$ cat src/rtl/product_accumulator.sv
// Product accumulator: sums a programmed count of signed products into a
// guard-bit-extended accumulator and returns the sum over a valid/ready port.
module product_accumulator #(
  parameter int PW = 64,
  parameter int GW = 8,
  parameter int CW = 16,
  localparam int AW = PW + GW
) (
  input  logic          clk,
  input  logic          rst_n,
  input  logic          start,
  input  logic [CW-1:0] num_terms,
  input  logic          p_valid,
  output logic          p_ready,
  input  logic [PW-1:0] p_data,
  output logic          acc_valid,
  input  logic          acc_ready,
  output logic [AW-1:0] acc_data,
  output logic          busy,
  output logic          overflow
);

  typedef enum logic [1:0] {IDLE, ACCUM, DONE} state_t;

  state_t        state;
  logic [AW-1:0] acc;
  logic [CW-1:0] remaining;

  logic [AW-1:0] addend, sum;
  logic          ovf_step, p_fire;

  assign addend   = {{GW{p_data[PW-1]}}, p_data};
  assign sum      = acc + addend;
  // Signed overflow: like-signed operands producing an opposite-signed result.
  assign ovf_step = (acc[AW-1] == addend[AW-1]) && (sum[AW-1] != acc[AW-1]);
  assign p_fire   = p_valid && p_ready;

  always_ff @(posedge clk or negedge rst_n) begin
    if (!rst_n) begin
      state     <= IDLE;
      acc       <= '0;
      remaining <= '0;
      p_ready   <= 1'b0;
      acc_valid <= 1'b0;
      acc_data  <= '0;
      busy      <= 1'b0;
      overflow  <= 1'b0;
    end else begin
      case (state)
        IDLE: begin
          if (start) begin
            overflow <= 1'b0;
            acc      <= '0;
            busy     <= 1'b1;
            if (num_terms != '0) begin
              remaining <= num_terms;
              p_ready   <= 1'b1;
              state     <= ACCUM;
            end else begin
              acc_data  <= '0;
              acc_valid <= 1'b1;
              state     <= DONE;
            end
          end
        end
        ACCUM: begin
          if (p_fire) begin
            acc       <= sum;
            remaining <= remaining - CW'(1);
            if (ovf_step) overflow <= 1'b1;
            // Last term: publish the sum including it directly from the adder.
            if (remaining == CW'(1)) begin
              p_ready   <= 1'b0;
              acc_valid <= 1'b1;
              acc_data  <= sum;
              state     <= DONE;
            end
          end
        end
        DONE: begin
          if (acc_ready) begin
            acc_valid <= 1'b0;
            busy      <= 1'b0;
            state     <= IDLE;
          end
        end
        default: state <= IDLE;
      endcase
    end
  end

endmodule
$ cat config.mk
export PLATFORM = sky130hd
export DESIGN_NAME = product_accumulator
export DESIGN_NICKNAME = d
export VERILOG_FILES = /design/src/rtl/product_accumulator.sv
export SDC_FILE = /design/constraint.sdc
export NUM_CORES = 1
export LEC_CHECK = 0
export BUFFER_PORTS_ARGS = -buffer_cell sky130_fd_sc_hd__buf_2
export CORE_UTILIZATION = 25
export CTS_CLUSTER_SIZE = 16
export DETAILED_ROUTE_END_ITERATION = 10
export HOLD_SLACK_MARGIN = 0.06
export SYNTH_ARGS = -nofsm -noshare
export SYNTH_HDL_FRONTEND = slang
export SYNTH_SLANG_ARGS = --single-unit
$ cat constraint.sdc
create_clock -name clk -period 4.5 [get_ports clk]
set_input_delay 0.225 -clock clk [delete_from_list [all_inputs] [get_ports clk]]
set_output_delay 0.225 -clock clk [all_outputs]
set_load 0.05 [all_outputs]
==> flow_summary.ini, run 1 <==
[die]
die_area_um2 = 45100
initial_core_util_pct = 25.5
pin_count = 161
core_um2 = 43400
die_y_um = 212
die_width_um = 212
rows = 76

[finish]
area_growth_pct = 18.6
drive_gt1_share_pct = 15.3
fin_area_um2 = 13100
diodes = 0
fin_nets = 1627

[cts]
clockRootBuffer = clkbuf_16
cts_tree = yes
cts-htree-levels = 4
clk_path_buf_depth = 2
cts.sinks = 166
cts_buffers = 17
worstSkewPairLatency_ns = 0.47
cts.clk_slew.worst_paths_ns = 0.08

[synthesis]
synth_top_family_by_area = compound AO/OA/AOI/OAI gates
ys_ff_latch = 166
synth_simple_gate_area_share_pct = 18.2
synth_enable_flop_cells = 0
synth.area.mux_share_pct = 0.305
yosysSeqAreaShare_pct = 37.5
synth_xor_area_share_pct = 4.89
synth.distinct_cells = 62
synth-adder-area-share_pct = 8.43
synth-warning-count = 0
synthArstFlopShare_pct = 100
syn-num-nets = 1501
avgSynthCellArea_um2 = 8.25
syn_inst = 1342
synth-compound-area-share_pct = 27.2
syn_area_um2 = 11100
synth_flop_cell = dfrtp_1

[timing]
finalCritPeriodShare_pct = 87.3
skew_ns = 0.0208
slew-limit-headroom_pct = 35.0
final_hold_viol_count = 0
hold_slack_ns = 0.112
period_needed_ns = 3.93
max_freq_ghz = 0.255
setup-tns-final_ns = 0
drv_slew = 0
grt_setup_unrepaired = no
worstMarginPinSlew_ns = 0.966
setup_viol = 0

[place]
dpl.hpwl_um = 26500
placed_area_um2 = 12500
port_buffers = 160
gp_congestion = 0.903

[critical_path]
r2r-start = acc[4]
r2r_cells = 12
cp-end-kind = flip-flop
reg2reg_to = acc_data[61]
crit_path_end = acc_data[61]
path_max_fanout = 6
cp_data_required_time_ns = 4.85
startpoint_type = flip-flop
arrival_ns = 4.28
setup.worst_path.start = acc[4]
r2r_setup_slack_ns = 0.57
path_class = reg -> reg

[grt]
grt_max_degree = 87
grt_pass1_vias = 10300
grt.overflow.total = 0
antenna_found_initial = 0
grt_pass1_wl_um = 56000
track_usage_pct = 16.0

[power_and_ir_drop]
ir_drop_uv = 254
p_leak_nw = 6.25
fin_total_pwr_w = 0.00876
pwr_density_cell_nw_per_um2 = 667

[drt]
drc = 0
drt-total-wl_um = 35000
firstDrtPassIters = 7
drtAntennaViolNets = 0
num_vias = 10300
wl_per_cell_um = 16.9
viasPerCell = 4.99
drtIter0Drc = 647

[hold_path]
hp-class = in -> reg
hold_path_depth = 3

[run]
max-cap-violations = 0

[run_status]
status = finished, final reports clean
[placed cells by master, fill, tap and decap left out, types with 37 or more instances in the layout]
cell type	count
a21o_1	52
o31ai_1	48
nand2_1	229
o21ai_0	171
xnor2_1	37
ha_1	73
dfrtp_1	166
nor2_1	79
a21oi_1	110
buf_2	159
[area by class of cell]
type,instances,area [µm²]
clock buffer,18,439
tap,585,732
clock inverter,14,115
inverter,27,101
multi-input combinational,1073,6560
fill,4707,30200
timing repair buffer,183,1030
sequential,166,4150
[registers in the layout (all words and copies together) (netlist names)]
name,flops
acc,72
acc_data,72
overflow,1
p_ready,1
acc_valid,1
busy,1
state,2
remaining,16
[cell families (layout without fill, tap and decap cells)]
logic type,after synthesis,in the layout
adder cells (fa/ha/maj),74,74
AO/OA/AOI/OAI,486,486
flip-flops,166,166
XOR/XNOR,61,61
buffers and inverters,103,242
multiplexers,3,3
AND/OR/NAND/NOR,449,449
[worst min-delay path by stage]
stage,start,to,slack (ns)
after floorplan,rst_n,acc[0],-0.07
after global placement,rst_n,acc_data[6],0.31
after detailed placement,rst_n,acc_data[6],0.34
after CTS,num_terms[6],remaining[6],0.07
after global routing,num_terms[6],remaining[6],0.13
final,num_terms[6],remaining[6],0.11
[routing by layer]
layer,GRT usage (%),vias to the layer above,part of all wire (%)
li1,-,5102,-
met1,21.5,4902,47
met2,24.8,249,45
met3,4.08,47,5.7
met4,5.56,0,2.5
met5,0,-,0
[report_power, final]
part | internal (W) | switching [W] | total, W
registers | 0.00197 | 0.000307 | 0.00228
clock network | 0.000731 | 0.000699 | 0.00143
logic | 0.00181 | 0.00324 | 0.00505
[cells in the mapped netlist (5+ instances only)]
library cell	instances	area share [%]
o21a_1	7	0.47
inv_1	27	0.92
a21boi_0	6	0.41
clkbuf_1	68	2.3
a21oi_1	111	5.0
and3_1	10	0.56
nand3_1	20	0.90
nor4_1	13	0.73
a22oi_1	8	0.54
xor2_1	23	1.8
and4_1	8	0.63
nand2b_1	10	0.56
o21ai_0	171	7.7
a21o_1	52	3.5
a31oi_1	10	0.56
nor2b_1	8	0.45
ha_1	73	8.2
a22o_1	5	0.40
o31ai_1	49	3.3
nand2_1	229	7.8
and2_1	10	0.56
nand4_1	24	1.4
nor3_1	19	0.86
or2_2	7	0.40
a211oi_1	6	0.41
xnor2_1	37	2.9
dfrtp_1	166	38
nor2_1	80	2.7
o21bai_1	14	0.95
buf_1	7	0.24
[worst max-delay path: stages (launching register included)]
cell and delay [ns]:
dfrtp_1 0.38, ha_1 0.34, a21o_1 0.20, a31oi_1 0.36, a211oi_1 0.17, o31ai_1 0.62
a211oi_1 0.28, o211ai_1 0.39, a2111oi_0 0.17, buf_4 0.18, o21ai_0 0.29, a21oi_1 0.15
o41ai_1 0.27
[through the flow]
stage / setup slack (ns) / instances / utilization (%)
2_1_floorplan: 1.11 / 1342 / -
3_3_place_gp: 0.668 / 2022 / 28.7
3_5_place_dp: 0.676 / 2022 / 28.7
4_1_cts: 0.642 / 2066 / 30.3
5_1_grt: 0.302 / 2066 / 30.3
6_report: 0.573 / 2066 / 30.3
[repair_timing]
action                     in CTS  in global routing
hold endpoints to repair       92                  0
gates resized for setup         0                  0
setup buffers                   0                  0
hold buffers                   12                  0
setup endpoints to repair       0                  0
No activity file was read; power rests on OpenSTA's default activity.
==> run 2, diff against run 1 <==
Clock period 4.5 ns to 4.2 ns, I/O delays scaled along.
==> run 2 against run 1 <==
- critical path depth unchanged
- clock-buffer cell count increased by 1
- sequential cell count unchanged
- register-to-register slack got worse by 0.24 ns
==> flow_summary.ini, run 2 (synthesized netlist as in run 1, its figures left out) <==
[place]
port_buffers = 160
dpl.hpwl_um = 26900
gp_congestion = 0.885

[timing]
setup-tns-final_ns = 0
hold_slack_ns = 0.103
setup_viol = 0
max_freq_ghz = 0.258
drv_slew = 0
finalCritPeriodShare_pct = 92.1
slew-limit-headroom_pct = 27.5
final_hold_viol_count = 0
grt_setup_unrepaired = no
skew_ns = 0.0164
worstMarginPinSlew_ns = 1.08
period_needed_ns = 3.87

[cts]
cts_hold_buf = 13
worstSkewPairLatency_ns = 0.47
cts.sinks = 166
cts_buffers = 17
cts.clk_slew.worst_paths_ns = 0.07
cts_tree = yes
cts-htree-levels = 4
postCtsSetupRepairBufs = 0
clk_path_buf_depth = 2
clockRootBuffer = clkbuf_16
cts.repair.resized = 0

[critical_path]
r2r-start = acc[1]
cp_data_required_time_ns = 4.55
path_max_fanout = 4
cpMaxStageDelayCell = a211oi_1
cpPeakStageDelay_ns = 0.51
path_class = reg -> reg
cp_cell_sequence = ha_1 > a21o_1 > nand4_1 > a211oi_1 > o31ai_1 > a211oi_1 > o211ai_1 > a2111oi_0 > buf_4 > o21ai_0 > and3_1 > o41ai_1
critPathMostFrequentCell = a211oi_1
r2r_setup_slack_ns = 0.33
reg2reg_to = acc_data[61]
cp-end-kind = flip-flop
arrival_ns = 4.22
startpoint_type = flip-flop
r2r_cells = 12

[run]
max-cap-violations = 0

[power_and_ir_drop]
p_leak_nw = 6.29
pwr_density_cell_nw_per_um2 = 723
ir_drop_uv = 302

[die]
die_width_um = 212
pin_count = 161
rows = 76
die_y_um = 212
core_um2 = 43400
initial_core_util_pct = 25.5
die_area_um2 = 45100

[grt]
grt.overflow.total = 0
track_usage_pct = 16.3
grt_pass1_wl_um = 56800
grt_pass1_vias = 10300
antenna_found_initial = 0
grt_max_degree = 87

[drt]
firstDrtPassIters = 5
wl_per_cell_um = 17.2
drtAntennaViolNets = 0
drt-total-wl_um = 35600
num_vias = 10500
drc = 0
drtIter0Drc = 700
viasPerCell = 5.07

[hold_path]
hp-start = num_terms[6]
hold_path_depth = 3
hp-class = in -> reg
min_to = remaining[6]

[finish]
drive_gt1_share_pct = 15.4
top_regs = acc (72), acc_data (72), remaining (16)
diodes = 0
fin_nets = 1629
final_cell_mix = nand2_1, o21ai_0, dfrtp_1
area_growth_pct = 19.1
final_common_cell = nand2_1

[run_status]
status = finished, final reports clean
==> run 2: layer usage <==
layer  GRT usage (%)  wire, µm  part of all wire (%)
met1            21.5     16400                    46
met2            26.0     16300                    46
met3            3.99      2210                   6.2
met4            5.14       650                   1.8
met5               0         0                     0
==> run 2: cell type report <==
| class | count | area [µm²] |
|---|---|---|
| Multi-Input combinational cell | 1073 | 6560 |
| Inverter | 27 | 101 |
| Sequential cell | 166 | 4150 |
| Clock buffer | 19 | 453 |
| Clock inverter | 13 | 149 |
| Timing Repair Buffer | 185 | 1040 |
| Fill cell | 4727 | 30200 |
| Tap cell | 585 | 732 |
==> run 2: metrics by stage <==
step	cells	setup slack (ns)	utilization, %	instance area [µm²]	total power (W)
6_report	2068	0.331	30.4	13200	0.00954
5_1_grt	2068	0.152	30.4	13200	0.0104
4_1_cts	2068	0.375	30.4	13200	0.00960
3_5_place_dp	2023	0.408	28.7	12500	0.00787
3_3_place_gp	2023	0.431	28.7	12500	0.00781
2_1_floorplan	1342	0.814	-	11100	0.00644
==> run 2: report_power, final <==
group / switching, W / total, W / leakage, nW / internal (W)
clock network: 0.000750 / 0.00166 / 0.291 / 0.000915
logic: 0.00349 / 0.00542 / 3.84 / 0.00193
registers: 0.000334 / 0.00245 / 2.17 / 0.00211
total: 0.00458 / 0.00954 / 6.29 / 0.00496
==> run 2: worst max-delay path by stage <==
stage / startpoint / endpoint / slack (ns) / cells after the start
floorplan: acc[13] / acc[71] / 0.81 / 12
global placement: acc[1] / acc_data[61] / 0.43 / 12
detailed placement: acc[1] / acc[61] / 0.41 / 12
CTS: acc[1] / acc[61] / 0.37 / 12
global route: acc[4] / acc_data[65] / 0.15 / 12
finish: acc[1] / acc_data[61] / 0.33 / 12
==> run 2: critical path: cells and delay by family (launching register included) <==
kind,cells,cell delay (ns)
AO/OA/AOI/OAI,8,2.44
AND/OR/NAND/NOR,2,0.45
flip-flops,1,0.39
adder cells (fa/ha/maj),1,0.27
buffers and inverters,1,0.20
==> run 3, diff against run 2 <==
Settings changed: PLACE_DENSITY set to 0.38.
==> run 3 against run 2 <==
- global-route usage up 1.4 points
- clock skew down 0.0013 ns
- first-iteration DRC count down 28%
- sequential power about the same
- maximum frequency down 2.3%
==> flow_summary.ini, run 3 (synthesized netlist as in run 1, its figures left out) <==
[grt]
antenna_found_initial = 0
grt_max_degree = 86
grt_pass1_wl_um = 60500
grt_pass1_vias = 10400
track_usage_pct = 17.7
grt.overflow.total = 0

[cts]
clk_path_buf_depth = 2
clockRootBuffer = clkbuf_16
postCtsSetupRepairBufs = 0
worstSkewPairLatency_ns = 0.49
cts_buffers = 17
cts.repair.resized = 0
cts_tree = yes
cts.clk_slew.worst_paths_ns = 0.06
cts.sinks = 166
cts-htree-levels = 4
cts_hold_buf = 16

[timing]
worstMarginPinSlew_ns = 0.877
max_freq_ghz = 0.253
hold_slack_ns = 0.123
drv_slew = 0
period_needed_ns = 3.96
setup_viol = 0
setup-tns-final_ns = 0
final_hold_viol_count = 0
grt_setup_unrepaired = no
slew-limit-headroom_pct = 41.5
finalCritPeriodShare_pct = 94.2
skew_ns = 0.0151

[place]
placed_area_um2 = 12500
dpl.hpwl_um = 28400
port_buffers = 160
gp_congestion = 0.851

[power_and_ir_drop]
fin_total_pwr_w = 0.00964
pwr_density_cell_nw_per_um2 = 727
p_leak_nw = 6.32
ir_drop_uv = 291

[die]
rows = 76
die_width_um = 212
pin_count = 161
initial_core_util_pct = 25.5
core_um2 = 43400
die_area_um2 = 45100
die_y_um = 212

[critical_path]
cp-end-kind = flip-flop
arrival_ns = 4.33
path_class = reg -> reg
r2r-start = acc[0]
setup.worst_path.start = acc[0]
path_max_fanout = 4
crit_path_end = acc_data[66]
r2r_cells = 13
startpoint_type = flip-flop
cp_data_required_time_ns = 4.57
r2r_setup_slack_ns = 0.24
reg2reg_to = acc_data[66]

[run_status]
status = finished, final reports clean

[finish]
fin_area_um2 = 13300
diodes = 0
seqCellArea_um2 = 4150
final_cell_mix = nand2_1, o21ai_0, dfrtp_1
area_growth_pct = 19.7
nFillCells = 4793
final_common_cell = nand2_1
fin_util_pct = 30.6
top_regs = acc (72), acc_data (72), remaining (16)
drive_gt1_share_pct = 15.2
fin_nets = 1634
multi_input_area_um2 = 6570

[drt]
num_vias = 10200
wl_per_cell_um = 18.3
drt-total-wl_um = 37900
drc = 0
drtAntennaViolNets = 0
viasPerCell = 4.93
firstDrtPassIters = 5
drtIter0Drc = 502

[hold_path]
hp-class = in -> reg

[run]
max-cap-violations = 0
## run 3: changes by cell type in the layout (fill, tap and decap cells not counted), moves of 2 or more
cell	delta
clkbuf_1	+4
dlygate4sd3_1	+3
clkbuf_8	+2
buf_4	+2
clkinv_4	-5
## run 3: area by class of cell
cell class                      count  share of cell area (%)
Sequential cell                   166                    31.3
Multi-Input combinational cell   1073                    49.6
Inverter                           27                   0.765
Clock inverter                      7                   0.887
Tap cell                          585                    5.52
Timing Repair Buffer              190                    8.19
Clock buffer                       25                    3.74
## run 3: through the flow
stage                     instances  setup slack, ns
after detailed placement       2025            0.379
after CTS                      2073            0.334
after global placement         2025            0.465
final                          2073            0.242
after floorplan                1342            0.814
after global routing           2073         0.000361
## run 3: where the power goes
| part | leakage, nW | switching (W) | internal [W] | total (W) |
|---|---|---|---|---|
| registers | 2.17 | 0.000332 | 0.00212 | 0.00245 |
| clock network | 0.290 | 0.000717 | 0.000997 | 0.00171 |
| logic | 3.86 | 0.00353 | 0.00194 | 0.00548 |
## run 3: worst max-delay path, stage by stage, from the launching register on
cell and delay, ns:
dfrtp_1 0.35, ha_1 0.17, inv_1 0.06, fa_1 0.37, nor2b_1 0.20, o2111ai_1 0.17
a21oi_1 0.34, o2111a_1 0.30, o2111ai_1 0.22, a211o_1 0.42, a31oi_1 0.53, a31oi_1 0.24
and3b_1 0.26, o31ai_1 0.22
## run 3: worst min path at each step
stage	slack, ns	from	cells after the start	to
finish	0.12	start	4	overflow
detailed placement	0.34	rst_n	1	acc_data[5]
floorplan	-0.09	rst_n	0	acc[0]
global placement	0.33	rst_n	1	acc_data[5]
CTS	0.08	start	4	overflow
global route	0.13	start	3	busy
## run 3: metal layers
metal,vias up,routed length [µm],global-route usage (%)
met3,22,1470,4.03
met5,-,0,0
met2,175,17100,27.9
met1,4901,18900,24.1
li1,5125,-,-
met4,0,447,4.59
